$ cat config.mk
export PLATFORM = sky130hd
export DESIGN_NAME = uart_tx_mmio
export DESIGN_NICKNAME = d
export VERILOG_FILES = /design/src/rtl/uart_pkg.sv /design/src/rtl/sync_fifo.sv /design/src/rtl/uart_tx_mmio.sv
export SDC_FILE = /design/constraint.sdc
export NUM_CORES = 1
export LEC_CHECK = 0
export CAP_MARGIN = 30
export CORE_MARGIN = 2
export CORE_UTILIZATION = 35
export CTS_CLUSTER_SIZE = 40
export DETAILED_ROUTE_END_ITERATION = 7
export GPL_ROUTABILITY_DRIVEN = 0
export SLEW_MARGIN = 25
export SYNTH_ARGS = -nofsm -noshare
export SYNTH_HDL_FRONTEND = slang
export SYNTH_SLANG_ARGS = --single-unit
export TNS_END_PERCENT = 50
$ cat constraint.sdc
create_clock -name clk -period 4.2 [get_ports clk]
set_clock_uncertainty 0.2 [all_clocks]
set_input_delay 0.63 -clock clk [delete_from_list [all_inputs] [get_ports clk]]
set_output_delay 0.63 -clock clk [all_outputs]
set_load 0.01 [all_outputs]
$ cat src/rtl/uart_pkg.sv
// Shared types and register map for the MMIO UART transmitter.
package uart_pkg;

  typedef enum logic [1:0] {
    IDLE,
    START,
    DATA,
    STOP
  } tx_state_t;

  localparam logic REG_TXDATA = 1'b0;
  localparam logic REG_STATUS = 1'b1;

  localparam int unsigned ST_FULL    = 0;
  localparam int unsigned ST_EMPTY   = 1;
  localparam int unsigned ST_BUSY    = 2;
  localparam int unsigned ST_OVF     = 3;
  localparam int unsigned ST_CNT_LSB = 4;

endpackage

$ cat src/rtl/sync_fifo.sv
// Single-clock FIFO with first-word-fall-through output; DEPTH must be a power of two.
module sync_fifo #(
  parameter int unsigned WIDTH = 8,
  parameter int unsigned DEPTH = 8,
  localparam int unsigned AW   = $clog2(DEPTH),
  localparam int unsigned CW   = AW + 1
) (
  input  logic             clk,
  input  logic             rst,
  input  logic             i_push,
  input  logic             i_pop,
  input  logic [WIDTH-1:0] i_din,
  output logic [WIDTH-1:0] o_dout,
  output logic [CW-1:0]    o_count,
  output logic             o_full,
  output logic             o_empty
);

  logic [WIDTH-1:0] r_mem [DEPTH];
  logic [AW-1:0]    r_wr_ptr;
  logic [AW-1:0]    r_rd_ptr;
  logic [CW-1:0]    r_count;
  logic             w_push_ok;
  logic             w_pop_ok;

  // Fullness is judged on the pre-pop count: a push into a full FIFO is
  // dropped even when a pop happens on the same edge.
  assign w_push_ok = i_push & ~o_full;
  assign w_pop_ok  = i_pop & ~o_empty;

  always_ff @(posedge clk) begin
    if (w_push_ok) r_mem[r_wr_ptr] <= i_din;
  end

  always_ff @(posedge clk) begin
    if (rst) begin
      r_wr_ptr <= '0;
      r_rd_ptr <= '0;
      r_count  <= '0;
    end else begin
      if (w_push_ok) r_wr_ptr <= r_wr_ptr + AW'(1);
      if (w_pop_ok)  r_rd_ptr <= r_rd_ptr + AW'(1);
      case ({w_push_ok, w_pop_ok})
        2'b10:   r_count <= r_count + CW'(1);
        2'b01:   r_count <= r_count - CW'(1);
        default: r_count <= r_count;
      endcase
    end
  end

  assign o_dout  = r_mem[r_rd_ptr];
  assign o_count = r_count;
  assign o_full  = (r_count == CW'(DEPTH));
  assign o_empty = (r_count == '0);

endmodule

$ cat src/rtl/uart_tx_mmio.sv
// Memory-mapped 8N1 UART transmitter: TXDATA pushes into a FIFO, STATUS reports FIFO/FSM state.
module uart_tx_mmio
  import uart_pkg::*;
#(
  parameter int unsigned DIV        = 234,
  parameter int unsigned FIFO_DEPTH = 8
) (
  input  logic        clk,
  input  logic        rst,
  input  logic        sel,
  input  logic        addr,
  input  logic        rw,
  input  logic [1:0]  word,
  input  logic [63:0] wdata,
  output logic [63:0] rdata,
  output logic        txd,
  output logic        tx_idle
);

  localparam int unsigned CW = $clog2(FIFO_DEPTH) + 1;

  logic          r_push_vld;
  logic [7:0]    r_push_byte;
  logic          r_ovf;
  tx_state_t     r_state;
  logic [15:0]   r_baud;
  logic [2:0]    r_bit;
  logic [7:0]    r_shift;
  logic          r_txd;

  logic          w_push_req;
  logic          w_st_wr;
  logic [7:0]    w_fifo_dout;
  logic [CW-1:0] w_fifo_cnt;
  logic [3:0]    w_count;
  logic          w_full;
  logic          w_empty;
  logic          w_bit_end;
  logic          w_pop;
  logic [63:0]   w_status;
  logic          w_unused;

  assign w_push_req = sel & rw & (addr == REG_TXDATA);
  assign w_st_wr    = sel & rw & (addr == REG_STATUS);
  assign w_bit_end  = (r_baud == 16'(DIV - 1));
  assign w_pop      = ~w_empty & ((r_state == IDLE) | ((r_state == STOP) & w_bit_end));
  assign w_unused   = ^{word, wdata[63:8]};

  // Store requests are registered first, so the FIFO write lands one edge later.
  always_ff @(posedge clk) begin
    if (rst) begin
      r_push_vld  <= 1'b0;
      r_push_byte <= '0;
    end else begin
      r_push_vld  <= w_push_req;
      r_push_byte <= wdata[7:0];
    end
  end

  always_ff @(posedge clk) begin
    if (rst)                         r_ovf <= 1'b0;
    else if (r_push_vld & w_full)    r_ovf <= 1'b1;
    else if (w_st_wr & wdata[ST_OVF]) r_ovf <= 1'b0;
  end

  sync_fifo #(
    .WIDTH(8),
    .DEPTH(FIFO_DEPTH)
  ) u_fifo (
    .clk    (clk),
    .rst    (rst),
    .i_push (r_push_vld),
    .i_pop  (w_pop),
    .i_din  (r_push_byte),
    .o_dout (w_fifo_dout),
    .o_count(w_fifo_cnt),
    .o_full (w_full),
    .o_empty(w_empty)
  );

  always_ff @(posedge clk) begin
    if (rst) begin
      r_state <= IDLE;
      r_baud  <= '0;
      r_bit   <= '0;
      r_shift <= '0;
      r_txd   <= 1'b1;
    end else begin
      case (r_state)
        IDLE: begin
          r_txd <= 1'b1;
          if (w_pop) begin
            r_shift <= w_fifo_dout;
            r_baud  <= '0;
            r_state <= START;
            r_txd   <= 1'b0;
          end
        end
        START: begin
          if (w_bit_end) begin
            r_baud  <= '0;
            r_bit   <= '0;
            r_state <= DATA;
            r_txd   <= r_shift[0];
          end else begin
            r_baud <= r_baud + 16'd1;
          end
        end
        DATA: begin
          if (w_bit_end) begin
            r_baud <= '0;
            if (r_bit == 3'd7) begin
              r_state <= STOP;
              r_txd   <= 1'b1;
            end else begin
              r_bit   <= r_bit + 3'd1;
              r_shift <= {1'b0, r_shift[7:1]};
              r_txd   <= r_shift[1];
            end
          end else begin
            r_baud <= r_baud + 16'd1;
          end
        end
        STOP: begin
          if (w_bit_end) begin
            r_baud <= '0;
            // Chain straight into the next frame when bytes are waiting.
            if (w_pop) begin
              r_shift <= w_fifo_dout;
              r_state <= START;
              r_txd   <= 1'b0;
            end else begin
              r_state <= IDLE;
            end
          end else begin
            r_baud <= r_baud + 16'd1;
          end
        end
        default: r_state <= IDLE;
      endcase
    end
  end

  always_comb begin
    w_count             = '0;
    w_count[CW-1:0]     = w_fifo_cnt;
    w_status            = '0;
    w_status[ST_FULL]   = w_full;
    w_status[ST_EMPTY]  = w_empty;
    w_status[ST_BUSY]   = (r_state != IDLE);
    w_status[ST_OVF]    = r_ovf;
    w_status[ST_CNT_LSB +: 4] = w_count;
    rdata = '0;
    if (sel & ~rw & (addr == REG_STATUS)) rdata = w_status;
  end

  assign txd     = r_txd;
  assign tx_idle = w_empty & (r_state == IDLE);

endmodule

==> run summary, run 1 <==
clock latency on the worst-skew pair: 420 ps
cell taking the most area after synthesis: edfxtp_1
Die Ht: 130 µm
CP Launch Type: flop
status: completed
drt via density: 4.81
top cells by area, synth: edfxtp_1, dfxtp_1, buf_4, mux4_2, ha_1
Hold Crit Class: reg -> reg
R2R depth: 11
Wirelength per Cell: 14.3 µm
Pleak: 2.19 nW
clk sinks: 117
CTS tree: done
cts hold-fix bufs: 0
Resized Gates After CTS: 0
Cell variety after synth: 57
Root Buffer: clkbuf_16
via count: 3513
setup TNS: 0 ps
die width: 130 µm
f_max: 292 MHz
Layout Nets: 588
post-synthesis sequential area ratio: 0.537
Initial Util: 0.353
vias in the first global route: 3396
maximum root-to-sink buffer count: 2
Synth Instances: 475
Yosys top cell area share: 0.346
Post-CTS Setup Repair Bufs: 0
power per cell area: 586 mW/mm²
FP Rows: 46
final hold vios: 0
filler instances: 1482
Mean Syn Cell Area: 11.7 µm²
first-pass GRT wire length: 17.2 mm
worst slew pin tran: 896 ps
antenna-violating nets left: 0
Final Cycle Share: 0.814
largest net degree at the start of global routing: 63
worst path arrival time: 2590 ps
H-Tree Depth: 4
Core ar.: 0.0157 mm²
# IOs: 137
Design Area, Final: 0.00639 mm²
DR pass1 iterations: 4
Max IR drop VDD: 0.329 mV
Crit Path Category: reg -> out
Warnings, synthesis: 0
Synth-to-Final Area Change: 15.2%
Synth Flop Type: edfxtp_1
# DRC: 0
Worst Path Max Fanout: 17
Total GRT Usage: 0.134
IO Port Bufs: 22
Setup crit end kind: primary output
Final Non-Filler Cells: 731
diode count: 0
hold path depth: 2
cts bufs inserted: 17
Clock transition at path regs: 60 ps
die area: 0.0169 mm²
gr ovfl total: 0
Final HPWL DP: 6.76 mm
# Max-Cap Violations: 0
final setup vio count: 0
Required @ worst endpoint: 3370 ps
max-slew headroom at the worst pin: 0.400
fin crit period: 3420 ps
hold slack: 264 ps
Routed Wire Length: 10.4 mm
Placed Instance Area: 0.00581 mm²
ys async rst share: 0
Post-synth EDFFs: 64
initial antenna violation count: 0
placed cell count: 699
share of cells above drive strength 1: 0.132
Synth Cell Area: 0.00555 mm²
Slew Limit Fails: 0
Synth Register Bits: 117
initial DRC count: 300
RSZ-0062 raised after global routing: no
where the power goes:
part / internal [mW] / switching, mW / total (mW)
clock network: 0.877 / 0.539 / 1.42
registers: 1.28 / 0.0859 / 1.36
logic: 0.404 / 0.568 / 0.972
total: 2.56 / 1.19 / 3.75
Yosys cell counts (all sizes together) (2+ instances only):
cell type / count
mux2: 2
inv: 16
a41oi: 2
or4: 3
or3: 3
nor2b: 10
o311a: 2
nand2b: 14
mux2i: 10
dfxtp: 53
nor3: 16
a211oi: 3
and2: 5
nand3: 7
a22oi: 2
clkbuf: 19
or2: 2
xor2: 4
a21o: 2
edfxtp: 64
a31oi: 2
nand2: 27
o21ai: 11
xnor2: 2
ha: 15
nor4: 5
mux4: 16
a311oi: 10
nand3b: 3
buf: 58
nand4: 5
nor2: 28
o221ai: 6
a21oi: 33
kinds of logic (layout without fill, tap and decap cells):
logic type,after synthesis,count (layout),synth area share
compound gates,80,80,0.0976
xor+xnor,6,6,0.00947
fa+ha+maj,15,15,0.0338
buf+inv,93,78,0.101
flops,117,117,0.537
mux,28,28,0.0877
other cells,1,56,0.000675
simple gates,135,135,0.133
stage by stage:
stage                     worst slack (ps)  total power, mW   util
after floorplan                       1030             2.14      -
after global placement                 952             2.33  0.370
after detailed placement               899             2.35  0.370
after CTS                              775             3.78  0.407
after global routing                   634             3.95  0.407
final                                  781             3.75  0.407
placed cells by master, fill, tap and decap left out, drive strengths merged, types with 3 or more instances in the layout:
cell type,synthesis,layout
clkinv,0,3
inv,16,21
nor3,16,16
edfxtp,64,64
nand3,7,7
nand2b,14,14
nand4,5,5
nand2,27,27
nor4,5,5
o221ai,6,6
conb,1,56
clkinvlp,0,4
o21ai,11,11
a211oi,3,3
clkbuf,19,18
mux4,16,16
a21oi,33,33
ha,15,15
buf,58,9
dfxtp,53,53
nand3b,3,3
and2,5,5
xor2,4,4
a311oi,10,10
nor2,28,28
or3,3,3
mux2i,10,10
clkdlybuf4s50,0,21
nor2b,10,10
or4,3,3
sequential cells by signal, summed over array words and instances, names as in the netlist, named ones only:
name / flops
u_fifo.o_count: 4
r_push_vld: 1
r_state: 2
u_fifo.r_rd_ptr: 3
r_shift: 8
r_ovf: 1
r_push_byte: 8
u_fifo.r_wr_ptr: 3
u_fifo.r_mem: 64
r_baud: 16
r_bit: 3
txd: 1
area by class of cell:
cell class / count / area, µm² / share of cell area
clock inverters: 14 / 151 / 0.0237
flip-flops and latches: 117 / 2980 / 0.466
inverters: 16 / 60.1 / 0.00939
repair buffers: 30 / 278 / 0.0434
multi-input cells: 320 / 2220 / 0.348
clock buffers: 18 / 429 / 0.0671
well taps: 216 / 270 / 0.0423
per-layer routing:
layer	GRT usage	wire, µm	up-vias	share of wire
met5	0	0	-	0
met4	0.0633	170	0	0.016
met3	0.0369	588	17	0.056
met2	0.219	5030	117	0.48
met1	0.164	4630	1685	0.44
li1	-	-	1694	-
worst max-delay path, stage by stage (launching register included):
cell	delay (ps)
dfxtp_1	340
inv_1	140
ha_1	580
nand2_1	100
buf_4	230
inv_1	200
clkdlybuf4s50_1	570
worst paths after layout:
path	start	to	slack [ps]
setup / recovery	r_state[0]	tx_idle	780
hold / removal	r_bit[2]	r_bit[2]	260
setup reg to reg	r_baud[8]	u_fifo.o_count[2]	850
hold reg to reg	r_bit[2]	r_bit[2]	260
Note: power is estimated with default switching activity, not from simulation.
==> run 2, diff against run 1 <==
- clock period: 4.2 -> 2.9 ns (I/O delays scaled with it)
==> run 2 against run 1 <==
Compared with the run above:
- the run now ends with negative setup slack left
- utilization is 1.4 points higher
- setup slack got worse by 850 ps
- first-iteration DRC count up 3.0%
- final cell count up 3.8%
- wire length grew 2.3%
- total power up 48%
- via count rose by 3.6%
- critical path depth grew 5
- combinational power up 59%
- global-route usage is 0.17 points higher
- non-clock buffer count up 28
- largest cell class unchanged
==> run summary, run 2 (synthesized netlist as in run 1, its figures left out) <==
critical path's largest stage delay: 560 ps (was 580 ps)
Hold Crit Class: reg -> reg (unchanged)
f_max: 337 MHz
DR pass1 iterations: 4 (unchanged)
initial antenna violation count: 0 (unchanged)
R2R depth: 11 (unchanged)
R2R setup slack: -70 ps (was 850 ps)
worst slew pin tran: 793 ps (was 896 ps)
Placed Instance Area: 0.00603 mm² (was 0.00581 mm²)
vias in the first global route: 3456 (was 3396)
Hold EP: r_bit[2] (unchanged)
setup TNS: -65.8 ps (was 0 ps)
Synth-to-Final Area Change: 19.1% (was 15.2%)
fin crit period: 2970 ps
maximum root-to-sink buffer count: 2 (unchanged)
Setup crit end kind: flop (was primary output)
via count: 3638 (was 3513)
worst path arrival time: 3110 ps (was 2590 ps)
clock latency on the worst-skew pair: 420 ps (about the same)
filler instances: 1467 (was 1482)
# IOs: 137 (unchanged)
Design Area, Final: 0.00661 mm² (was 0.00639 mm²)
die width: 130 µm (unchanged)
hold path depth: 2 (unchanged)
max FFs per register: 64 (unchanged)
diode count: 0 (unchanged)
CTS tree: done (unchanged)
Biggest register: u_fifo.r_mem (unchanged)
Final HPWL DP: 7.06 mm (was 6.76 mm)
most frequent cells in the layout: edfxtp_1, conb_1, dfxtp_1 (unchanged)
WP buf/inv: 0 (was 4)
FP Rows: 46 (unchanged)
fin util: 0.421 (was 0.407)
cts bufs inserted: 17 (unchanged)
Core ar.: 0.0157 mm² (unchanged)
area of the multi-input gates: 0.00223 mm² (was 0.00222 mm²)
antenna-violating nets left: 0 (unchanged)
die area: 0.0169 mm² (unchanged)
Die Ht: 130 µm (unchanged)
RSZ-0062 raised after global routing: yes (was no)
H-Tree Depth: 4 (unchanged)
Initial Util: 0.353 (unchanged)
RR Startpoint: r_baud[14] (was r_baud[8])
worst path cell trace: or4b_4 > nor4_4 > a21oi_2 > nor2_2 > ha_2 > xor2_1 > ha_1 > a21oi_1 > xor2_1 > or3_1 > a21oi_2 (was inv_1 > ha_1 > nand2_1 > buf_4 > inv_1 > clkdlybuf4s50_1)
Root Buffer: clkbuf_16 (unchanged)
final hold vios: 0 (unchanged)
clk sinks: 117 (unchanged)
post-route setup slack: -65.8 ps (was 781 ps)
Routed Wire Length: 10.7 mm (was 10.4 mm)
# DRC: 0 (unchanged)
first-pass GRT wire length: 17.3 mm (was 17.2 mm)
final setup vio count: 1 (was 0)
Crit Path Category: reg -> reg (was reg -> out)
Critical R2R Capture: u_fifo.o_count[2] (unchanged)
Final Cycle Share: 1.02
Post-CTS Setup Repair Bufs: 0 (unchanged)
# Max-Cap Violations: 0 (unchanged)
largest net degree at the start of global routing: 45 (was 63)
failing checks: negative setup slack
Total GRT Usage: 0.135 (was 0.134)
IO Port Bufs: 22 (unchanged)
leading cell type in the layout, fill and taps excluded: edfxtp_1 (unchanged)
CP Launch Type: flop (unchanged)
storage element area: 0.00299 mm² (was 0.00298 mm²)
Wirelength per Cell: 14.0 µm (was 14.3 µm)
Worst Path Max Fanout: 2 (was 17)
hold_sp: r_bit[2] (unchanged)
Slew Limit Fails: 0 (unchanged)
Clock transition at path regs: 60 ps (about the same)
status: finished, violations left (was completed)
slowest CP cell: or4b_4 (was ha_1)
power per cell area: 838 mW/mm² (was 586 mW/mm²)
share of cells above drive strength 1: 0.190 (was 0.132)
max-slew headroom at the worst pin: 0.472 (was 0.400)
delay-heaviest family, CP: simple AND/OR/NAND/NOR gates (was buffers and inverters)
gr ovfl total: 0 (unchanged)
Max IR drop VDD: 0.494 mV (was 0.329 mV)
drt via density: 4.79 (was 4.81)
biggest regs: u_fifo.r_mem (64), r_baud (16) (unchanged)
initial DRC count: 309 (was 300)
Required @ worst endpoint: 3050 ps (was 3370 ps)
dpl ws: -72.3 ps (was 899 ps)
Pleak: 2.34 nW (was 2.19 nW)
Layout Nets: 616 (was 588)
run 2: worst max-delay path by stage:
| stage | start | to | slack [ps] | cells after the start |
|---|---|---|---|---|
| 6_report | r_baud[14] | u_fifo.o_count[2] | -70 | 11 |
| 5_1_grt | r_baud[14] | u_fifo.o_count[2] | -180 | 11 |
| 4_1_cts | r_baud[12] | u_fifo.o_count[2] | -70 | 11 |
| 3_5_place_dp | r_baud[14] | u_fifo.o_count[2] | -70 | 11 |
| 3_3_place_gp | r_baud[14] | u_fifo.o_count[2] | 20 | 11 |
| 2_1_floorplan | r_baud[14] | u_fifo.o_count[2] | -170 | 11 |
run 2: where the power goes:
group	switching, mW	leakage (nW)	total [mW]	internal (mW)
logic	0.881	1.04	1.55	0.672
registers	0.0986	1.02	1.95	1.85
clock network	0.816	0.285	2.04	1.22
run 2: worst reg2reg max path, cell delays in order (launching register included):
cell and delay [ps]:
dfxtp_1 320, or4b_4 560, nor4_4 350, a21oi_2 120
nor2_2 160, ha_2 220, xor2_1 160, ha_1 160
a21oi_1 50, xor2_1 150, or3_1 330, a21oi_2 130
run 2: cell type report:
cell class	instances	share of cell area
Clock buffer	18	0.0664
Clock inverter	14	0.0214
Inverter	16	0.00909
Multi-Input combinational cell	320	0.337
Sequential cell	117	0.452
Tap cell	216	0.0409
Timing Repair Buffer	58	0.0734
run 2: layer usage:
layer  global-route usage  share of wire  up-vias
met2                0.226           0.50      112
met3               0.0365          0.049       20
li1                     -              -     1748
met5                    0              0        -
met1                0.164           0.43     1758
met4               0.0614          0.020        0
run 2: stage by stage:
step | cells | total power [mW] | hold WS [ps]
finish | 759 | 5.54 | 266
global route | 759 | 5.82 | 293
CTS | 759 | 5.58 | 268
detailed placement | 727 | 3.52 | 260
global placement | 727 | 3.48 | 250
floorplan | 530 | 3.11 | 236
run 2: what timing repair did:
item	CTS	global route
endpoints found under the setup margin	1	3
hold buffers	0	0
resized for setup	1	1
gates cloned	0	0
pin swaps	6	1
==> run 3, diff against run 2 <==
- CORE_MARGIN: 2 -> 3
- SYNTH_HIERARCHICAL: default -> 1
==> run 3 against run 2 <==
Compared with the run above:
- via count down 0.99%
- wire length is 0.42% lower
- the flow still finishes with violations (negative setup slack)
- sequential share of layout area decreased by 1.8 points
==> run summary, run 3 <==
status: finished, violations left (unchanged)
failing checks: negative setup slack (unchanged)
clk sinks: 117 (unchanged)
most frequent cells in the layout: edfxtp_1, conb_1, buf_4 (was edfxtp_1, conb_1, dfxtp_1)
# Max-Cap Violations: 0 (unchanged)
Max Used Layer: met4 (unchanged)
Setup crit end kind: flop (unchanged)
RSZ-0062 raised after global routing: yes (unchanged)
Biggest register: u_fifo/r_mem (was u_fifo.r_mem)
dpl ws: -282 ps (was -72.3 ps)
H-Tree Depth: 4 (unchanged)
initial DRC count: 171 (was 309)
vias in the first global route: 3509 (was 3456)
critical path's largest stage delay: 540 ps (was 560 ps)
Pleak: 2.59 nW (was 2.34 nW)
hold_sp: r_bit[1] (was r_bit[2])
Wirelength per Cell: 13.9 µm (was 14.0 µm)
most common cell in the synthesized netlist: edfxtp_1 (unchanged)
final setup vio count: 2 (was 1)
slowest CP cell: or4bb_4 (was or4b_4)
Max IR drop VDD: 0.481 mV (was 0.494 mV)
Cell variety after synth: 58 (was 57)
ys async rst share: 0 (unchanged)
via count: 3602 (was 3638)
antenna-violating nets left: 0 (unchanged)
Yosys top cell area share: 0.343 (was 0.346)
Required @ worst endpoint: 2990 ps (was 3050 ps)
Clock transition at path regs: 60 ps (about the same)
worst slew pin tran: 693 ps (was 793 ps)
placed cell count: 724 (was 727)
Hold Crit Class: reg -> reg (unchanged)
# DRC: 0 (unchanged)
# IOs: 137 (unchanged)
Worst Path Max Fanout: 3 (was 2)
Synth Instances: 462 (was 475)
Routed Wire Length: 10.6 mm (was 10.7 mm)
CTS tree: done (unchanged)
cell taking the most area after synthesis: edfxtp_1 (unchanged)
Final HPWL DP: 7.18 mm (was 7.06 mm)
worst path arrival time: 3270 ps (was 3110 ps)
post-synthesis sequential area ratio: 0.532 (was 0.537)
Total GRT Usage: 0.125 (was 0.135)
hold path depth: 2 (unchanged)
cts bufs inserted: 17 (unchanged)
power per cell area: 688 mW/mm² (was 838 mW/mm²)
biggest regs: u_fifo/r_mem (64), r_baud (16) (was u_fifo.r_mem (64), r_baud (16))
wire length on met3: 543 µm (was 524 µm)
CP startpoint: r_baud[1] (was r_baud[14])
leading cell type in the layout, fill and taps excluded: edfxtp_1 (unchanged)
gr ovfl total: 0 (unchanged)
Final Non-Filler Cells: 761 (was 759)
CP Launch Type: flop (unchanged)
initial antenna violation count: 0 (unchanged)
Synth Cell Area: 0.00561 mm² (was 0.00555 mm²)
Root Buffer: clkbuf_16 (unchanged)
Core ar.: 0.0154 mm² (was 0.0157 mm²)
R2R depth: 13 (was 11)
Final Cycle Share: 1.10 (was 1.02)
max-slew headroom at the worst pin: 0.534 (was 0.472)
worst path cell trace: inv_2 > ha_4 > or4bb_4 > nor4_4 > a21oi_2 > nor2_1 > o41a_1 > ha_2 > buf_4 > nand3b_1 > a211o_1 > a21oi_2 > mux2_4 (was or4b_4 > nor4_4 > a21oi_2 > nor2_2 > ha_2 > xor2_1 > ha_1 > a21oi_1 > xor2_1 > or3_1 > a21oi_2)
die area: 0.0176 mm² (was 0.0169 mm²)
met1 WL: 4.83 mm (was 4.58 mm)
Initial Util: 0.363 (was 0.353)
Post-synth EDFFs: 64 (unchanged)
Synth Register Bits: 117 (unchanged)
Synth-to-Final Area Change: 22.9% (was 19.1%)
cts hold-fix bufs: 0 (unchanged)
share of cells above drive strength 1: 0.238 (was 0.190)
Die Ht: 133 µm (was 130 µm)
Layout Nets: 623 (was 616)
maximum root-to-sink buffer count: 2 (unchanged)
f_max: 315 MHz (was 337 MHz)
RR Startpoint: r_baud[1] (was r_baud[14])
die width: 133 µm (was 130 µm)
Mean Syn Cell Area: 12.1 µm² (was 11.7 µm²)
FP Rows: 45 (was 46)
top cells by area, synth: edfxtp_1, dfxtp_1, buf_4, mux4_1, ha_1 (was edfxtp_1, dfxtp_1, buf_4, mux4_2, ha_1)
post-route setup slack: -278 ps (was -65.8 ps)
Warnings, synthesis: 6 (was 0)
largest net degree at the start of global routing: 47 (was 45)
drt via density: 4.73 (was 4.79)
clock latency on the worst-skew pair: 410 ps (was 420 ps)
most common library cells after synthesis: edfxtp_1, buf_4, dfxtp_1, nor2_1 (was edfxtp_1, buf_4, dfxtp_1, a21oi_1, nor2_1)
final hold vios: 0 (unchanged)
first-pass GRT wire length: 17.5 mm (was 17.3 mm)
most frequent CP cell: a21oi_2
diode count: 0 (unchanged)
Crit Path Category: reg -> reg (unchanged)
IO Port Bufs: 22 (unchanged)
DR pass1 iterations: 4 (unchanged)
met2 routed WL: 5.09 mm (was 5.35 mm)
max FFs per register: 64 (unchanged)
Synth Flop Type: edfxtp_1 (unchanged)
fin crit period: 3180 ps (was 2970 ps)
Slew Limit Fails: 0 (unchanged)
-- run 3: cell types whose count changed after synthesis, moves of 10 or more --
cell,change
a21oi_1,-14
nor2_1,+12
clkbuf_1,-11
nand2_1,-11
a311oi_1,-10
-- run 3: per-stage QoR --
step | TNS, ps | power, mW | cell area [µm²] | utilization | hold WS (ps)
3_5_place_dp | -560 | 2.44 | 6140 | 0.398 | 269
6_report | -528 | 4.74 | 6890 | 0.447 | 268
5_1_grt | -882 | 4.94 | 6890 | 0.447 | 298
2_1_floorplan | -422 | 2.27 | 5830 | - | 236
4_1_cts | -510 | 4.77 | 6860 | 0.444 | 261
3_3_place_gp | -480 | 2.43 | 6140 | 0.398 | 241
-- run 3: cells by family after synthesis --
| kind of cell | synth area share |
|---|---|
| compound gates | 0.0741 |
| xor+xnor | 0.0154 |
| fa+ha+maj | 0.0335 |
| buf+inv | 0.102 |
| flops | 0.532 |
| mux | 0.106 |
| other cells | 0.000669 |
| simple gates | 0.137 |
-- run 3: per-layer routing --
| layer | GRT usage | vias to the layer above |
|---|---|---|
| met5 | 0 | - |
| met4 | 0.0479 | 0 |
| met3 | 0.0338 | 17 |
| met2 | 0.201 | 114 |
| met1 | 0.161 | 1737 |
| li1 | - | 1734 |
-- run 3: timing repair --
action                     4_1_cts  5_1_grt
gates resized for setup         11        5
setup endpoints to repair        4        5
pin swaps                        3        4
buffers inserted                 3        3
gates cloned                     0        0
-- run 3: worst paths after layout --
path | slack, ps | endpoint
setup reg to reg | -280 | u_fifo/o_count[3]
setup / recovery | -280 | u_fifo/o_count[3]
hold / removal | 270 | r_bit[1]
hold reg to reg | 270 | r_bit[1]
-- run 3: report_power, final --
| part | internal [mW] | total [mW] | leakage (nW) | switching (mW) |
|---|---|---|---|---|
| Clock | 1.54 | 2.29 | 0.314 | 0.759 |
| Combinational | 0.262 | 0.630 | 1.27 | 0.367 |
| Sequential | 1.78 | 1.82 | 1.02 | 0.0341 |
| Total | 3.58 | 4.74 | 2.59 | 1.16 |
-- run 3: critical path, delay by kind of cell, from the launching register on --
| kind | cells | cell delay, ps |
|---|---|---|
| AO/OA/AOI/OAI | 4 | 810 |
| adder cells (fa/ha/maj) | 2 | 330 |
| buffers and inverters | 2 | 170 |
| flip-flops | 1 | 320 |
| multiplexers | 1 | 310 |
| AND/OR/NAND/NOR | 4 | 930 |
-- run 3: final cells by class --
cell class | instances | area, µm²
well taps | 211 | 264
inverters | 12 | 45.0
clock buffers | 18 | 429
fillers | 1365 | 8540
clock inverters | 14 | 223
flip-flops and latches | 117 | 2990
repair buffers | 74 | 608
multi-input cells | 315 | 2340
